$ cat config.mk
export PLATFORM = sky130hd
export DESIGN_NAME = alu_share_arbiter
export DESIGN_NICKNAME = d
export VERILOG_FILES = /design/src/rtl/alu_share_arbiter.sv
export SDC_FILE = /design/constraint.sdc
export NUM_CORES = 1
export LEC_CHECK = 0
export BUFFER_PORTS_ARGS = -buffer_cell sky130_fd_sc_hd__buf_2
export CORE_MARGIN = 10
export CORE_UTILIZATION = 45
export CTS_CLUSTER_SIZE = 30
export DETAILED_ROUTE_END_ITERATION = 16
export MAX_ROUTING_LAYER = met4
export PLACE_DENSITY = 0.8
export SYNTH_ARGS = -nofsm -noshare
export SYNTH_HDL_FRONTEND = slang
export SYNTH_SLANG_ARGS = --single-unit
$ cat constraint.sdc
create_clock -name clk -period 1.9 [get_ports clk]
set_clock_uncertainty 0.05 [all_clocks]
set_input_delay 0.095 -clock clk [delete_from_list [all_inputs] [get_ports clk]]
set_output_delay 0.095 -clock clk [all_outputs]
set_load 0.02 [all_outputs]
$ cat src/rtl/alu_share_arbiter.sv
// Round-robin arbiter sharing one ALU between two requesters.
// Holds operands for EXEC_CYCLES, captures the result and owns the N/Z/V flags.
module alu_share_arbiter #(
  parameter int DATA_W      = 16,
  parameter int EXEC_CYCLES = 1
) (
  input  logic              clk,
  input  logic              rst,
  input  logic              req0_valid,
  output logic              req0_ready,
  input  logic [3:0]        req0_op,
  input  logic [DATA_W-1:0] req0_a,
  input  logic [DATA_W-1:0] req0_b,
  input  logic              req1_valid,
  output logic              req1_ready,
  input  logic [3:0]        req1_op,
  input  logic [DATA_W-1:0] req1_a,
  input  logic [DATA_W-1:0] req1_b,
  output logic [3:0]        alu_op,
  output logic [DATA_W-1:0] alu_a,
  output logic [DATA_W-1:0] alu_b,
  input  logic [DATA_W-1:0] alu_result,
  input  logic              alu_n,
  input  logic              alu_v,
  output logic              rsp_valid,
  input  logic              rsp_ready,
  output logic              rsp_id,
  output logic [DATA_W-1:0] rsp_data,
  output logic              flag_n,
  output logic              flag_z,
  output logic              flag_v,
  output logic              busy
);

  typedef enum logic [1:0] {
    IDLE = 2'd0,
    EXEC = 2'd1,
    RESP = 2'd2
  } state_t;

  localparam logic [3:0] CNT_INIT = 4'(EXEC_CYCLES - 1);

  state_t state;
  state_t state_d;

  logic [3:0]        cnt;
  logic              last_grant;
  logic              grant_id;
  logic              grant_vld;
  logic              accept;
  logic              cnt_done;

  logic [3:0]        op_q;
  logic [DATA_W-1:0] a_q;
  logic [DATA_W-1:0] b_q;
  logic              id_q;

  logic              wr_nv;
  logic              wr_z;
  logic              res_zero;

  // On a tie the requester that did not win last time gets the ALU.
  always_comb begin
    grant_id  = 1'b0;
    grant_vld = 1'b0;
    unique case (1'b1)
      (req0_valid && req1_valid): begin
        grant_id  = ~last_grant;
        grant_vld = 1'b1;
      end
      (req0_valid && !req1_valid): begin
        grant_id  = 1'b0;
        grant_vld = 1'b1;
      end
      (!req0_valid && req1_valid): begin
        grant_id  = 1'b1;
        grant_vld = 1'b1;
      end
      default: begin
        grant_id  = 1'b0;
        grant_vld = 1'b0;
      end
    endcase
  end

  assign accept   = (state == IDLE) && grant_vld;
  assign cnt_done = (cnt == 4'd0);
  assign res_zero = (alu_result == '0);

  always_comb begin
    wr_nv = 1'b0;
    wr_z  = 1'b0;
    case (op_q)
      4'b0000,
      4'b0001: begin
        wr_nv = 1'b1;
        wr_z  = 1'b1;
      end
      4'b0010,
      4'b0100,
      4'b0101,
      4'b0110: begin
        wr_z  = 1'b1;
      end
      default: begin
        wr_nv = 1'b0;
        wr_z  = 1'b0;
      end
    endcase
  end

  always_ff @(posedge clk) begin
    if (!rst) begin
      state <= IDLE;
    end else begin
      state <= state_d;
    end
  end

  always_comb begin
    state_d = state;
    case (state)
      IDLE: begin
        if (accept) state_d = EXEC;
      end
      EXEC: begin
        if (cnt_done) state_d = RESP;
      end
      RESP: begin
        if (rsp_ready) state_d = IDLE;
      end
      default: state_d = IDLE;
    endcase
  end

  always_comb begin
    req0_ready = 1'b0;
    req1_ready = 1'b0;
    if (accept) begin
      req0_ready = ~grant_id;
      req1_ready = grant_id;
    end
    busy = (state != IDLE);
  end

  // Operands stay registered in every state so the ALU never sees X.
  assign alu_op = op_q;
  assign alu_a  = a_q;
  assign alu_b  = b_q;

  always_ff @(posedge clk) begin
    if (!rst) begin
      op_q       <= 4'd0;
      a_q        <= '0;
      b_q        <= '0;
      id_q       <= 1'b0;
      last_grant <= 1'b1;
      cnt        <= 4'd0;
    end else if (accept) begin
      op_q       <= grant_id ? req1_op : req0_op;
      a_q        <= grant_id ? req1_a : req0_a;
      b_q        <= grant_id ? req1_b : req0_b;
      id_q       <= grant_id;
      last_grant <= grant_id;
      cnt        <= CNT_INIT;
    end else if (state == EXEC && !cnt_done) begin
      cnt        <= cnt - 4'd1;
    end
  end

  always_ff @(posedge clk) begin
    if (!rst) begin
      rsp_valid <= 1'b0;
      rsp_id    <= 1'b0;
      rsp_data  <= '0;
    end else if (state == EXEC && cnt_done) begin
      rsp_valid <= 1'b1;
      rsp_id    <= id_q;
      rsp_data  <= alu_result;
    end else if (state == RESP && rsp_ready) begin
      rsp_valid <= 1'b0;
    end
  end

  // Masked-off flags keep their previous value.
  always_ff @(posedge clk) begin
    if (!rst) begin
      flag_n <= 1'b0;
      flag_z <= 1'b0;
      flag_v <= 1'b0;
    end else if (state == EXEC && cnt_done) begin
      if (wr_nv) begin
        flag_n <= alu_n;
        flag_v <= alu_v;
      end
      if (wr_z) begin
        flag_z <= res_zero;
      end
    end
  end

endmodule

# --- Word level (Yosys, flattened, before mapping) ---
# Index checks and enable logic that the tools add are counted.
# W data, S select, Z words.
totals:
  register_bits: 65
  elab_cells: 65
  input_bits: 95
  output_inout_bits: 60
classes:
  bitwise: 3
  n_reduce_logical: 23
  n_eq_ne: 10
  n_mux: 15
  addsub: 1
ops:
  columns: ["operator", "n"]
  rows:
  - ["$mux W16", 2]
  - ["$logic_not A16 Y1", 1]
  - ["$eq A4 B3 Y1 const B", 3]
  - ["$logic_not A4 Y1", 2]
  - ["$logic_and A1 B1 Y1", 7]
  - ["$mux W1", 7]
  - ["$mux W2", 3]
  - ["$ne A2 B2 Y1 const B", 3]
  - ["$pmux W2 S3", 1]
  - ["$reduce_or A6 Y1", 1]
  - ["$eq A4 B1 Y1 const B", 1]
  - ["$eq A4 B2 Y1 const B", 1]
  - ["$mux W4", 1]
  - ["$reduce_and A2 Y1", 2]
  - ["$reduce_bool A2 Y1", 2]
  - ["$reduce_or A2 Y1", 2]
  - ["$sub A4 B1 Y4 const B", 1]
  - ["$logic_not A1 Y1", 3]
  - ["$not A1 Y1", 3]
  - ["$reduce_and A3 Y1", 1]
  - ["$reduce_or A3 Y1", 1]
  - ["$eq A2 B1 Y1 const B", 1]
  - ["$eq A2 B2 Y1 const B", 1]
  - ["$logic_not A2 Y1", 1]
  - ["$pmux W1 S2", 1]

# --- Logic depth before layout (Yosys ltp) ---
depth:
  ltp_word: 7
  depth_mapped: 6
  ltp_nobuf: 5

# --- Least setup slack after synthesis ---
# No wires, ideal clock.
synth_timing:
  kind: "reg-to-reg"
  startpoint: "register cnt[0]"
  endpoint: "register flag_n"
  setup_slack_ns: 0.259
  setup_time_ns: 0.132
  period_less_slack_ns: 1.641
  arrival_ns: 1.459
  stages_incl_launch_ff: 6
  cell_sequence: "dfxtp_1 -> inv_1 -> ha_1 -> or4b_2 -> o41ai_1 -> a21oi_1"
synth_via:
  elab_chain_len: 3
synth_rtl:
  columns: ["item", "line_no", "rtl"]
  rows:
  - ["start: declaration", "46", "logic [3:0] cnt;"]
  - ["start signal: assignment", "167", "cnt <= cnt - 4'd1;"]
  - ["$logic_not A4 Y1", "87", "assign cnt_done = (cnt == 4'd0);"]
  - ["$logic_and A1 B1 Y1", "191", "end else if (state == EXEC && cnt_done) begin"]
  - ["$reduce_and A2 Y1 (no line)", null, null]
  - ["end signal: assignment", "193", "flag_n <= alu_n;"]
  - ["end: declaration", "29", "output logic flag_n,"]
# No other way between the ends.
# A chain may end at the register's enable or synchronous reset.

# --- Worst setup path in the final report ---
layout_timing:
  startpoint: "register cnt[0]"
  endpoint: "register flag_z"
layout_via:
  elab_chain_len: 3
layout_rtl:
  columns: ["item", "line_no", "rtl"]
  rows:
  - ["$logic_not A4 Y1", "87", null]
  - ["$logic_and A1 B1 Y1", "191", null]
  - ["$reduce_and A2 Y1 (no line)", null, null]
  - ["end signal: assignment", "197", "flag_z <= res_zero;"]
  - ["end: declaration", "30", "output logic flag_z,"]
# No other way between the ends.

==> metrics.csv <==
stage,metric,value,unit
routing,drc,0,
job,max-cap-violations,0,
routing,routed_via_density,5.72,
pwr,power.density,772,nW/um^2
sta,report.final.slew_viol_count,0,
die,fp.dieH,101,um
die,fp.coreArea,6310,sq um
clocking,cts.sinks,65,
logic_synthesis,synth-seq-area-share,0.446,
routing,wl_per_cell,18.6,um
min_path,hold_class,in2reg,
sta,setup_viol,0,
final_layout,design_area,4740,sq um
placed_design,dp_slack,0.0952,ns
routing,drt_iter0_markers,252,
setup_path,startpoint_type,register,
logic_synthesis,synth-edff-count,0,
global_route,grt_usage,0.240,
logic_synthesis,syn_area,2920,sq um
final_layout,final_layout_size_suffix_gt1_frac,0.341,
global_route,grt_first_pass_wirelength,19300,um
die,dieArea,10100,sq um
logic_synthesis,ys_types,40,
logic_synthesis,synth-seq-cells,65,
setup_path,critPathRequiredTime,2.12,ns
logic_synthesis,syn-num-nets,453,
sta,post-route-min-period,1.81,ns
setup_path,reg2reg_slack,0.09,ns
global_route,grt_max_degree,37,
clocking,path_clk_slew,0.08,ns
sta,timing.final.crit_share,0.954,
routing,antenna_left,0,
placed_design,dp_hpwl,7430,um
final_layout,final_nets,677,
final_layout,area_delta_synth_final,62.4,%
setup_path,worstSetupEndpointType,register,
clocking,h-tree-depth,3,
routing,wirelength,12400,um
global_route,grt_pass1_vias,3933,
final_layout,stdcell_count,665,
global_route,antenna_found_initial,0,
placed_design,dp_cells,573,
sta,setup_slack,0.0877,ns
run_status,status,finished clean,
min_path,min_from,req0_a[11],
placed_design,io_buffers,154,
logic_synthesis,syn_inst,357,
logic_synthesis,synth.avg_cell_area,8.17,sq um
setup_path,r2r_cells,5,
clocking,clock-root-buffer,clkbuf_8,
clocking,clock_latency,0.34,ns
min_path,hold_depth,3,
clocking,cts_buffers,9,
setup_path,rr_endpoint,flag_z,
logic_synthesis,ys_warn_count,0,
pwr,leakagePower,2.13,nW
clocking,cts_buffer_depth,2,
die,ioPinCount,155,
sta,relSlewSlack,0.714,
setup_path,cp.arrival,2.03,ns
logic_synthesis,async_flop_share,0,
routing,num_vias,3806,
pwr,vdd_ir_drop_max,0.574,mV
routing,drt-pass1-iter-count,5,
setup_path,cp_max_fo,5,
final_layout,fin_util,0.751,
setup_path,r2r-start,cnt[0],
sta,fmax,552,MHz
placed_design,placed_cell_area,3800,sq um
die,num_rows,29,
sta,worstMarginPinSlew,0.429,ns
die,fp.dieW,101,um
setup_path,path_class,reg2reg,
die,start_util,0.462,
global_route,grt_remaining_overflow,0,
clocking,cts_tree,yes,
sta,timing_hold_violations_final,0,
min_path,holdPathEnd,alu_a[11],
sta,hold_slack,0.00591,ns
placed_design,routabilityCongestion,0.776,
logic_synthesis,synth-main-ff-cell,dfxtp_1,
per-layer routing:
| metal | routed length [um] | vias up | GRT usage |
|---|---|---|---|
| met5 | 0 | - | - |
| met1 | 4980 | 1788 | 0.271 |
| met2 | 6100 | 205 | 0.389 |
| met3 | 890 | 37 | 0.0528 |
| met4 | 424 | 0 | 0.129 |
| li1 | - | 1776 | - |
area by class of cell:
cell class | instances | area (sq um)
clock inverters | 7 | 56.3
multi-input cells | 228 | 1370
repair buffers | 247 | 1670
flip-flops and latches | 65 | 1300
well taps | 77 | 96.3
fillers | 432 | 1570
inverters | 30 | 113
diodes | 2 | 5.00
clock buffers | 9 | 124
registers in the layout, indices dropped and copies added, names as in the netlist:
name and count:
alu_op 4, state 2, flag_z 1, id_q 1, flag_n 1, rsp_id 1
flag_v 1, last_grant 1, alu_b 16, rsp_data 16, rsp_valid 1, cnt 4
alu_a 16
synth_stat cells (2+ instances only):
library cell / n / area, sq um
o221ai_1: 22 / 193
inv_1: 28 / 105
or3_1: 2 / 12.5
nand3_1: 36 / 180
buf_2: 7 / 35.0
o41ai_1: 2 / 17.5
clkbuf_1: 26 / 97.6
nand2_1: 23 / 86.3
a31oi_1: 14 / 87.6
a21oi_1: 23 / 115
nor2_1: 6 / 22.5
nand4_1: 37 / 231
nor4b_1: 3 / 26.3
or4_1: 2 / 15.0
nor4_1: 2 / 12.5
dfxtp_1: 65 / 1300
o21ai_0: 35 / 175
nor3b_1: 2 / 15.0
worst max path at each step:
stage / startpoint / end / slack (ns) / cells past startpoint
floorplan: cnt[0] / flag_n / 0.26 / 5
global placement: cnt[0] / flag_n / 0.21 / 5
detailed placement: cnt[0] / rsp_data[9] / 0.1 / 6
CTS: state[0] / alu_b[11] / 0.02 / 5
global route: cnt[0] / flag_z / -0.004 / 5
finish: cnt[0] / flag_z / 0.09 / 5
logic make-up (layout without fill, tap and decap cells):
group	count (synthesis)	after routing	synth area share
AO/OA/AOI/OAI	106	106	0.232
adder cells (fa/ha/maj)	1	1	0.00429
buffers and inverters	64	293	0.0879
flip-flops	65	65	0.446
other	0	2	0
AND/OR/NAND/NOR	121	121	0.230
power breakdown:
| part | leakage, nW | switching [mW] | total, mW | internal, mW |
|---|---|---|---|---|
| clock network | 0.0898 | 0.585 | 1.07 | 0.484 |
| logic | 1.50 | 0.591 | 1.03 | 0.436 |
| registers | 0.534 | 0.0773 | 1.57 | 1.49 |
| total | 2.13 | 1.25 | 3.66 | 2.41 |
placed cells by master (no fill, tap or decap), types with 4 or more instances in the layout:
cell             n
clkbuf_8         9
a31oi_1         14
nand3_1         36
a21oi_1         23
nand2_1         23
clkinv_4         4
inv_1           28
buf_4           17
o21ai_0         35
dlygate4sd3_1   74
nor2_1           6
buf_2          154
dfxtp_1         63
o221ai_1        22
nand4_1         37
metrics by stage:
stage,power (mW),TNS (ns)
2_1_floorplan,2.09,0
3_3_place_gp,2.44,0
3_5_place_dp,2.46,0
4_1_cts,3.64,0
5_1_grt,3.83,-0.00382
6_report,3.66,0
critical path: stages, from the launching register on:
cell and delay [ns]:
dfxtp_1 0.33, inv_1 0.08, ha_1 0.22, or3b_1 0.44, or4_1 0.51, o21ai_1 0.12
repair_timing:
item,4_1_cts,5_1_grt
endpoints found under the hold margin,52,0
hold buffers,74,0
resized for setup,0,4
setup endpoints to repair,0,21
buffers inserted,0,0
Note: power is estimated with default switching activity, not from simulation.
